## config.mk

```make
export PLATFORM = sky130hd
export DESIGN_NAME = mm_irq_gen
export DESIGN_NICKNAME = d
export VERILOG_FILES = /design/src/rtl/mm_irq_pkg.sv /design/src/rtl/mm_irq_timer.sv /design/src/rtl/mm_irq_gen.sv
export SDC_FILE = /design/constraint.sdc
export NUM_CORES = 1
export LEC_CHECK = 0
export ABC_AREA = 1
export BUFFER_PORTS_ARGS = -buffer_cell sky130_fd_sc_hd__buf_2
export CAP_MARGIN = 20
export CORE_MARGIN = 3
export CORE_UTILIZATION = 32
export CTS_BUF_LIST = sky130_fd_sc_hd__clkbuf_8 sky130_fd_sc_hd__clkbuf_16
export CTS_CLUSTER_DIAMETER = 50
export DETAILED_ROUTE_END_ITERATION = 10
export REMOVE_ABC_BUFFERS = 1
export SYNTH_ARGS = -nofsm -noshare
export SYNTH_HDL_FRONTEND = slang
export SYNTH_SLANG_ARGS = --single-unit
```

## constraint.sdc

```tcl
create_clock -name clk_i -period 3.95 [get_ports clk_i]
set_clock_uncertainty 0.05 [all_clocks]
set_input_delay 0.9875 -clock clk_i [delete_from_list [all_inputs] [get_ports clk_i]]
set_output_delay 0.9875 -clock clk_i [all_outputs]
set_load 0.01 [all_outputs]
```

## src/rtl/mm_irq_pkg.sv

```systemverilog
// Shared definitions for the memory-mapped interrupt generator: register map,
// IRQ bit positions, the valid pending mask and byte-enable helpers.
package mm_irq_pkg;

    localparam logic [2:0] REG_TCNT  = 3'd0;
    localparam logic [2:0] REG_TCMP  = 3'd1;
    localparam logic [2:0] REG_CTRL  = 3'd2;
    localparam logic [2:0] REG_SET   = 3'd3;
    localparam logic [2:0] REG_CLR   = 3'd4;
    localparam logic [2:0] REG_PEND  = 3'd5;
    localparam logic [2:0] REG_SMASK = 3'd6;
    localparam logic [2:0] REG_SDLY  = 3'd7;

    localparam int IRQ_SW      = 3;
    localparam int IRQ_TMR     = 7;
    localparam int IRQ_EXT     = 11;
    localparam int IRQ_FAST_LO = 16;
    localparam int IRQ_NMI     = 31;

    localparam logic [31:0] PEND_VALID_MASK = 32'hFFFF_0888;

    typedef enum logic {IDLE, ARMED} sched_state_e;

    function automatic logic [31:0] be_mask(input logic [3:0] be);
        return {{8{be[3]}}, {8{be[2]}}, {8{be[1]}}, {8{be[0]}}};
    endfunction

    function automatic logic [31:0] be_merge(input logic [31:0] old_v,
                                             input logic [31:0] wd,
                                             input logic [3:0]  be);
        return (old_v & ~be_mask(be)) | (wd & be_mask(be));
    endfunction

endpackage

```

## src/rtl/mm_irq_timer.sv

```systemverilog
// Free-running compare timer: TCNT/TCMP/enable registers with CPU write override
// and a one-cycle match event when the counter steps onto the compare value.
module mm_irq_timer
    import mm_irq_pkg::*;
#(
    parameter int TIMER_WIDTH = 32
) (
    input  logic        clk_i,
    input  logic        rst_i,
    input  logic        wr_tcnt_i,
    input  logic        wr_tcmp_i,
    input  logic        wr_ctrl_i,
    input  logic [31:0] wdata_i,
    input  logic [3:0]  be_i,
    output logic [31:0] tcnt_o,
    output logic [31:0] tcmp_o,
    output logic        en_o,
    output logic        evt_o
);

    logic [TIMER_WIDTH-1:0] tcnt_q, tcnt_d;
    logic [TIMER_WIDTH-1:0] tcmp_q, tcmp_d;
    logic                   en_q, en_d;

    always_comb begin
        tcnt_d = en_q ? tcnt_q + TIMER_WIDTH'(1) : tcnt_q;
        tcmp_d = tcmp_q;
        en_d   = en_q;
        if (wr_tcnt_i)
            tcnt_d = TIMER_WIDTH'(be_merge(32'(tcnt_q), wdata_i, be_i));
        if (wr_tcmp_i)
            tcmp_d = TIMER_WIDTH'(be_merge(32'(tcmp_q), wdata_i, be_i));
        if (wr_ctrl_i && be_i[0])
            en_d = wdata_i[0];
    end

    always_ff @(posedge clk_i) begin
        if (rst_i) begin
            tcnt_q <= '0;
            tcmp_q <= '0;
            en_q   <= 1'b0;
        end else begin
            tcnt_q <= tcnt_d;
            tcmp_q <= tcmp_d;
            en_q   <= en_d;
        end
    end

    // Event fires on the edge the counter lands on TCMP, so pend[7] rises with it.
    assign evt_o  = en_q && (tcnt_d == tcmp_q);
    assign tcnt_o = 32'(tcnt_q);
    assign tcmp_o = 32'(tcmp_q);
    assign en_o   = en_q;

endmodule

```

## src/rtl/mm_irq_gen.sv

```systemverilog
// Memory-mapped interrupt stimulus generator: zero-wait-state slave port, pending
// register driving the core irq lines, delayed schedule FSM and compare timer.
module mm_irq_gen
    import mm_irq_pkg::*;
#(
    parameter int ADDR_WIDTH  = 32,
    parameter int TIMER_WIDTH = 32
) (
    input  logic                  clk_i,
    input  logic                  rst_i,
    input  logic                  data_req_i,
    input  logic [ADDR_WIDTH-1:0] data_addr_i,
    input  logic                  data_we_i,
    input  logic [3:0]            data_be_i,
    input  logic [31:0]           data_wdata_i,
    output logic                  data_gnt_o,
    output logic                  data_rvalid_o,
    output logic [31:0]           data_rdata_o,
    input  logic [4:0]            irq_id_i,
    input  logic                  irq_ack_i,
    output logic                  irq_software_o,
    output logic                  irq_timer_o,
    output logic                  irq_external_o,
    output logic [14:0]           irq_fast_o,
    output logic                  irq_nmi_o
);

    logic [2:0]  sel;
    logic        wr, rd;
    logic        unused_addr;
    logic [31:0] tcnt, tcmp;
    logic        tmr_en, tmr_evt;

    logic [31:0]  pend_q, pend_d;
    logic [31:0]  smask_q, smask_d;
    logic [31:0]  cnt_q, cnt_d;
    sched_state_e state_q, state_d;
    logic         sched_evt;
    logic         rvalid_q;
    logic [31:0]  rdata_q, rdata_d;
    logic [31:0]  set_w1s, clr_w1c, clr_ack;

    assign sel         = data_addr_i[4:2];
    assign wr          = data_req_i && data_we_i;
    assign rd          = data_req_i && !data_we_i;
    assign unused_addr = ^{data_addr_i[ADDR_WIDTH-1:5], data_addr_i[1:0]};
    assign data_gnt_o  = data_req_i;

    mm_irq_timer #(.TIMER_WIDTH(TIMER_WIDTH)) u_timer (
        .clk_i     (clk_i),
        .rst_i     (rst_i),
        .wr_tcnt_i (wr && sel == REG_TCNT),
        .wr_tcmp_i (wr && sel == REG_TCMP),
        .wr_ctrl_i (wr && sel == REG_CTRL),
        .wdata_i   (data_wdata_i),
        .be_i      (data_be_i),
        .tcnt_o    (tcnt),
        .tcmp_o    (tcmp),
        .en_o      (tmr_en),
        .evt_o     (tmr_evt)
    );

    // Schedule FSM; a new SDLY write always restarts the countdown.
    always_comb begin
        state_d   = state_q;
        cnt_d     = cnt_q;
        sched_evt = 1'b0;
        if (wr && sel == REG_SDLY) begin
            state_d = ARMED;
            cnt_d   = be_merge(cnt_q, data_wdata_i, data_be_i);
        end else if (state_q == ARMED) begin
            if (cnt_q == 32'd0) begin
                sched_evt = 1'b1;
                state_d   = IDLE;
            end else begin
                cnt_d = cnt_q - 32'd1;
            end
        end
    end

    // Sets are ORed in after the clears so a same-cycle set/clear keeps the bit.
    always_comb begin
        smask_d = (wr && sel == REG_SMASK) ? be_merge(smask_q, data_wdata_i, data_be_i)
                                           : smask_q;
        set_w1s = (wr && sel == REG_SET) ? (data_wdata_i & be_mask(data_be_i)) : 32'd0;
        clr_w1c = (wr && sel == REG_CLR) ? (data_wdata_i & be_mask(data_be_i)) : 32'd0;
        clr_ack = irq_ack_i ? (32'd1 << irq_id_i) : 32'd0;
        pend_d  = ((pend_q & ~clr_ack & ~clr_w1c)
                   | set_w1s
                   | (32'(tmr_evt) << IRQ_TMR)
                   | (sched_evt ? smask_d : 32'd0)) & PEND_VALID_MASK;
    end

    always_comb begin
        rdata_d = 32'd0;
        if (rd) begin
            case (sel)
                REG_TCNT:  rdata_d = tcnt;
                REG_TCMP:  rdata_d = tcmp;
                REG_CTRL:  rdata_d = {31'd0, tmr_en};
                REG_PEND:  rdata_d = pend_q;
                REG_SMASK: rdata_d = smask_q;
                REG_SDLY:  rdata_d = cnt_q;
                default:   rdata_d = 32'd0;
            endcase
        end
    end

    always_ff @(posedge clk_i) begin
        if (rst_i) begin
            pend_q   <= '0;
            smask_q  <= '0;
            cnt_q    <= '0;
            state_q  <= IDLE;
            rvalid_q <= 1'b0;
            rdata_q  <= '0;
        end else begin
            pend_q   <= pend_d;
            smask_q  <= smask_d;
            cnt_q    <= cnt_d;
            state_q  <= state_d;
            rvalid_q <= data_req_i;
            rdata_q  <= rdata_d;
        end
    end

    assign data_rvalid_o  = rvalid_q;
    assign data_rdata_o   = rdata_q;
    assign irq_software_o = pend_q[IRQ_SW];
    assign irq_timer_o    = pend_q[IRQ_TMR];
    assign irq_external_o = pend_q[IRQ_EXT];
    assign irq_fast_o     = pend_q[30:IRQ_FAST_LO];
    assign irq_nmi_o      = pend_q[IRQ_NMI];

endmodule

```

# Yosys cells after proc, flatten, opt, wreduce, memory -nomap -nowiden
# Index checks and enable logic that the tools add are counted.
# classes
add_sub_neg	2
n_eq_ne	9
n_shift	1
n_mux	17
n_bitwise	18
n_reduce_logical	17
# ops
operator	n
two-way mux 32 bit	10
AND 32 bit	7
OR 32 bit	6
case mux 32 bit (6 select lines)	1
inverter 32 bit	3
adder 32 x 1 -> 32 bit, second input constant	1
equality test 32 bit	1
logical NOT 32 bit	1
OR 32 x 8 -> 32 bit	1
left shift 1 x 5 -> 32 bit, first input constant	1
subtractor 32 x 1 -> 32 bit, second input constant	1
equality test 3 bit, second input constant	4
logical AND 1 bit	11
equality test 3 x 2 -> 1 bit, second input constant	2
two-way mux 1 bit	6
equality test 3 x 1 -> 1 bit, second input constant	1
logical NOT 3 bit	1
inequality test 2 bit, second input constant	1
AND reduction 2 bit	1
nonzero test 2 bit	1
OR reduction 2 bit	1
logical NOT 1 bit	1
inverter 1 bit	1
# word_totals
reg_bits	195
in_bits	78
output_inout_bits	53

# Depth between registers and ports, before layout
# logic_depth
word_depth	8
ltp_mapped	19
mapped_depth_nobuf	18

# Hierarchy
# Synthesis repeated with hierarchy kept, for this count alone.
# hier_totals
hier_cells	1775
area_unflattened_um2	11151.9
# modules_own_cells
module	n_inst	cells_per_inst	area_each_um2	seq_area_each_um2
mm_irq_gen	1	1054	6854.1	2342.2
mm_irq_timer	1	721	4297.9	1301.2

# Worst setup path before layout
# Ideal clock, no wire load.
# synth_timing
path_type	input to register
start	input port data_addr_i[2]
end	register pend_q[31]
setup_time_ps	128
t_arrival_ps	2329
required_ps	3772
path_slack_ps	1443
path_stages	11
n_path_buf	2
path_cell_list	buf_4 -> inv_2 -> nor3_2 -> inv_2 -> nor2_8 -> inv_2 -> buf_2 -> nand3_2 -> nor2_1 -> a221oi_1 -> nor2_1
# synth_via
elab_chain_len	8
# synth_rtl
element	line	text
start, declared	mm_irq_gen.sv:12	input logic [ADDR_WIDTH-1:0] data_addr_i,
equality test 3 bit	mm_irq_gen.sv:86	clr_w1c = (wr && sel == REG_CLR) ? (data_wdata_i & be_mask(data_be_i)) : 32'd0;
logical AND 1 bit	mm_irq_gen.sv:86	
two-way mux 32 bit	mm_irq_gen.sv:86	
inverter 32 bit	mm_irq_gen.sv:88	pend_d = ((pend_q & ~clr_ack & ~clr_w1c)
AND 32 bit	mm_irq_gen.sv:88	
OR 32 bit	mm_irq_gen.sv:89	| set_w1s
OR 32 x 8 -> 32 bit	mm_irq_gen.sv:90	| (32'(tmr_evt) << IRQ_TMR)
OR 32 bit (*)	mm_irq_gen.sv:91	| (sched_evt ? smask_d : 32'd0)) & PEND_VALID_MASK;
end signal, assigned	mm_irq_gen.sv:118	pend_q <= pend_d;
end, declared	mm_irq_gen.sv:34	logic [31:0] pend_q, pend_d;
# Mark *: on every way between the ends. The rest lies on a longest branch, timed or not.
# A chain may end at the register's enable or synchronous reset.

==> results.tsv <==
metric	value	unit
wl_met1	17800	um
port_buffers	101	
cts_buffers	17	
die_w	187	um
mostFrequentLayoutCells	436 x nand2_1, 187 x nor2_1, 184 x inv_1	
cp_top_family	buffers and inverters	
ant_nets	0	
drive_gt1_frac	0.126	
grt_max_degree	42	
crit_chain	buf_2, inv_2, nor3_4, inv_2, nor2_8, inv_2, o21ai_2, inv_1, o21ai_0, nor2_1	
synthCells	1644	
post-route-period-util	0.769	
postCtsSetupBuffers	0	
start_kind	input port	
fin_area	12000	um2
maxCapViolations	0	
nNetsFinal	1803	
synth.area.top_cells	dfxtp_1 35%, nand2_1 16%, nor2_1 6.7%	
rows	65	
avgViaCountPerCell	5.36	
arrival	3.34	ns
ys_warn_count	0	
drt_iter0_markers	1432	
htree_num_levels	4	
grt_overflow	0	
rrSetupSlack	1.28	ns
dpl-instance-area	11400	um2
syn_avg_cell_area	6.37	um2
routed_wirelength	40600	um
die_area	34900	um2
synthToLayoutAreaGrowth	14.5	%
required	4.25	ns
final_common_cell	nand2_1	
crit_start	data_addr_i[2]	
cp.depth	10	
synth_top_cell_by_area	dfxtp_1	
ys_ff_latch	182	
fp.dieH	187	um
worst_pin_slew	0.925	ns
holdCritPathClass	register to register	
root_buffer	clkbuf_16	
synth_flop_cell	dfxtp_1	
clkSinkCount	182	
clk_transition_reported_paths	0.07	ns
antenna_found_initial	0	
grt_pass1_vias	10800	
synth_enable_flop_cells	0	
vias	11600	
highest_layer	met4	
met3_length	3250	um
n_fill_cell	3500	
fin_crit	3.04	ns
powerDensity	356	nW/um2
criticalPathCategory	input port to register	
max_stage_delay	0.52	ns
synth_top_area_frac	0.348	
dpl_worst_slack	0.472	ns
fmaxAchievable	329	MHz
p_leak	0.00503	uW
wl_per_cell	18.7	um
dr.pass1.iters	8	
crit_buf_inv	5	
endpoint_kind	register	
grt_pass1_wl	61900	um
relSlewSlack	0.381	
finalMaxSlewViolations	0	
status	finished clean	
hold_slack	0.414	ns
cp_max_fo	31	
netlist_area	10500	um2
yosysSeqAreaShare	0.348	
peakVddDrop	0.000302	V
cts.path.max_buffers	2	
n_antenna_cell	0	
hold_violations	0	
start_util	0.329	
cts_tree	built	
num_io_pins	131	
gp_congestion	0.925	
setup_viol	0	
cp_slowest_cell	o21ai_2	
grt_setup_unrepaired	false	
cts_hold_buf	0	
fin_ws	0.911	ns
ys_async_sr_fraction	0	
grtUsageTotal	0.226	
insertion_delay	0.46	ns
rr_worst_depth	11	
cpMostUsedCell	inv_2	
setup_tns	0	ns
drc	0	
route.met2.wl	18200	um
dp_hpwl	29800	um
core	31900	um2
synthDistinctLibCells	50	
ctsResizeCount	0	
[routing by layer]
metal  track usage  vias up
li1              -     5611
met1         0.308     5407
met2         0.358      540
met3        0.0405       73
met4        0.0820        0
met5             0        -
[how the worst min path moves through the flow]
stage | start | end | slack [ns] | cells past startpoint
after floorplan | register | register | 0.38 | 2
after global placement | register | register | 0.40 | 2
after detailed placement | register | register | 0.41 | 2
after CTS | register | register | 0.42 | 2
after global routing | register | register | 0.43 | 2
final | register | register | 0.41 | 2
[through the flow]
stage | total power [uW] | utilization | cells
global route | 4430 | 0.376 | 2170
finish | 4260 | 0.376 | 2170
floorplan | 2340 | - | 1580
global placement | 2600 | 0.359 | 2139
detailed placement | 2600 | 0.359 | 2139
CTS | 4270 | 0.376 | 2170
[power breakdown]
part | internal, uW | switching, uW
clock network | 906 | 778
logic | 202 | 479
registers | 1860 | 35.5
total | 2970 | 1290
[synthesized netlist by cell type (all sizes together), types with 19 or more instances]
library cell,number
a21oi,132
a221oi,25
buf,25
clkbuf,39
dfxtp,182
inv,191
nand2,439
nand3,102
nor2,205
nor3,19
o21ai,119
o22ai,39
or2,21
[worst register-to-register path, delay by kind of cell, from the launching register on]
| kind | cells | cell delay (ns) |
|---|---|---|
| DFF | 1 | 0.32 |
| AOI/OAI and AO/OA | 1 | 0.19 |
| adders and majority gates | 1 | 0.18 |
| xor gates and xnor gates | 1 | 0.18 |
| buffers and inverters | 2 | 0.18 |
| and+or+nand+nor | 6 | 1.52 |
[logic make-up (layout without fill, tap and decap cells)]
family	count (synthesis)	after routing	synth area share
and+or+nand+nor	812	812	0.331
AOI/OAI and AO/OA	375	375	0.209
buffers and inverters	255	346	0.0949
DFF	182	182	0.348
xor gates and xnor gates	16	16	0.0134
adders and majority gates	2	2	0.00239
muxes	2	2	0.00191
[cell type report]
class	instances	area [um2]	share of cell area
timing repair buffer	124	681	0.0568
sequential	182	3640	0.304
tap	435	544	0.0454
clock inverter	11	86.3	0.00720
inverter	191	717	0.0598
clock buffer	20	467	0.0389
multi-input combinational	1207	5850	0.488
(Power assumes the default switching activity.)
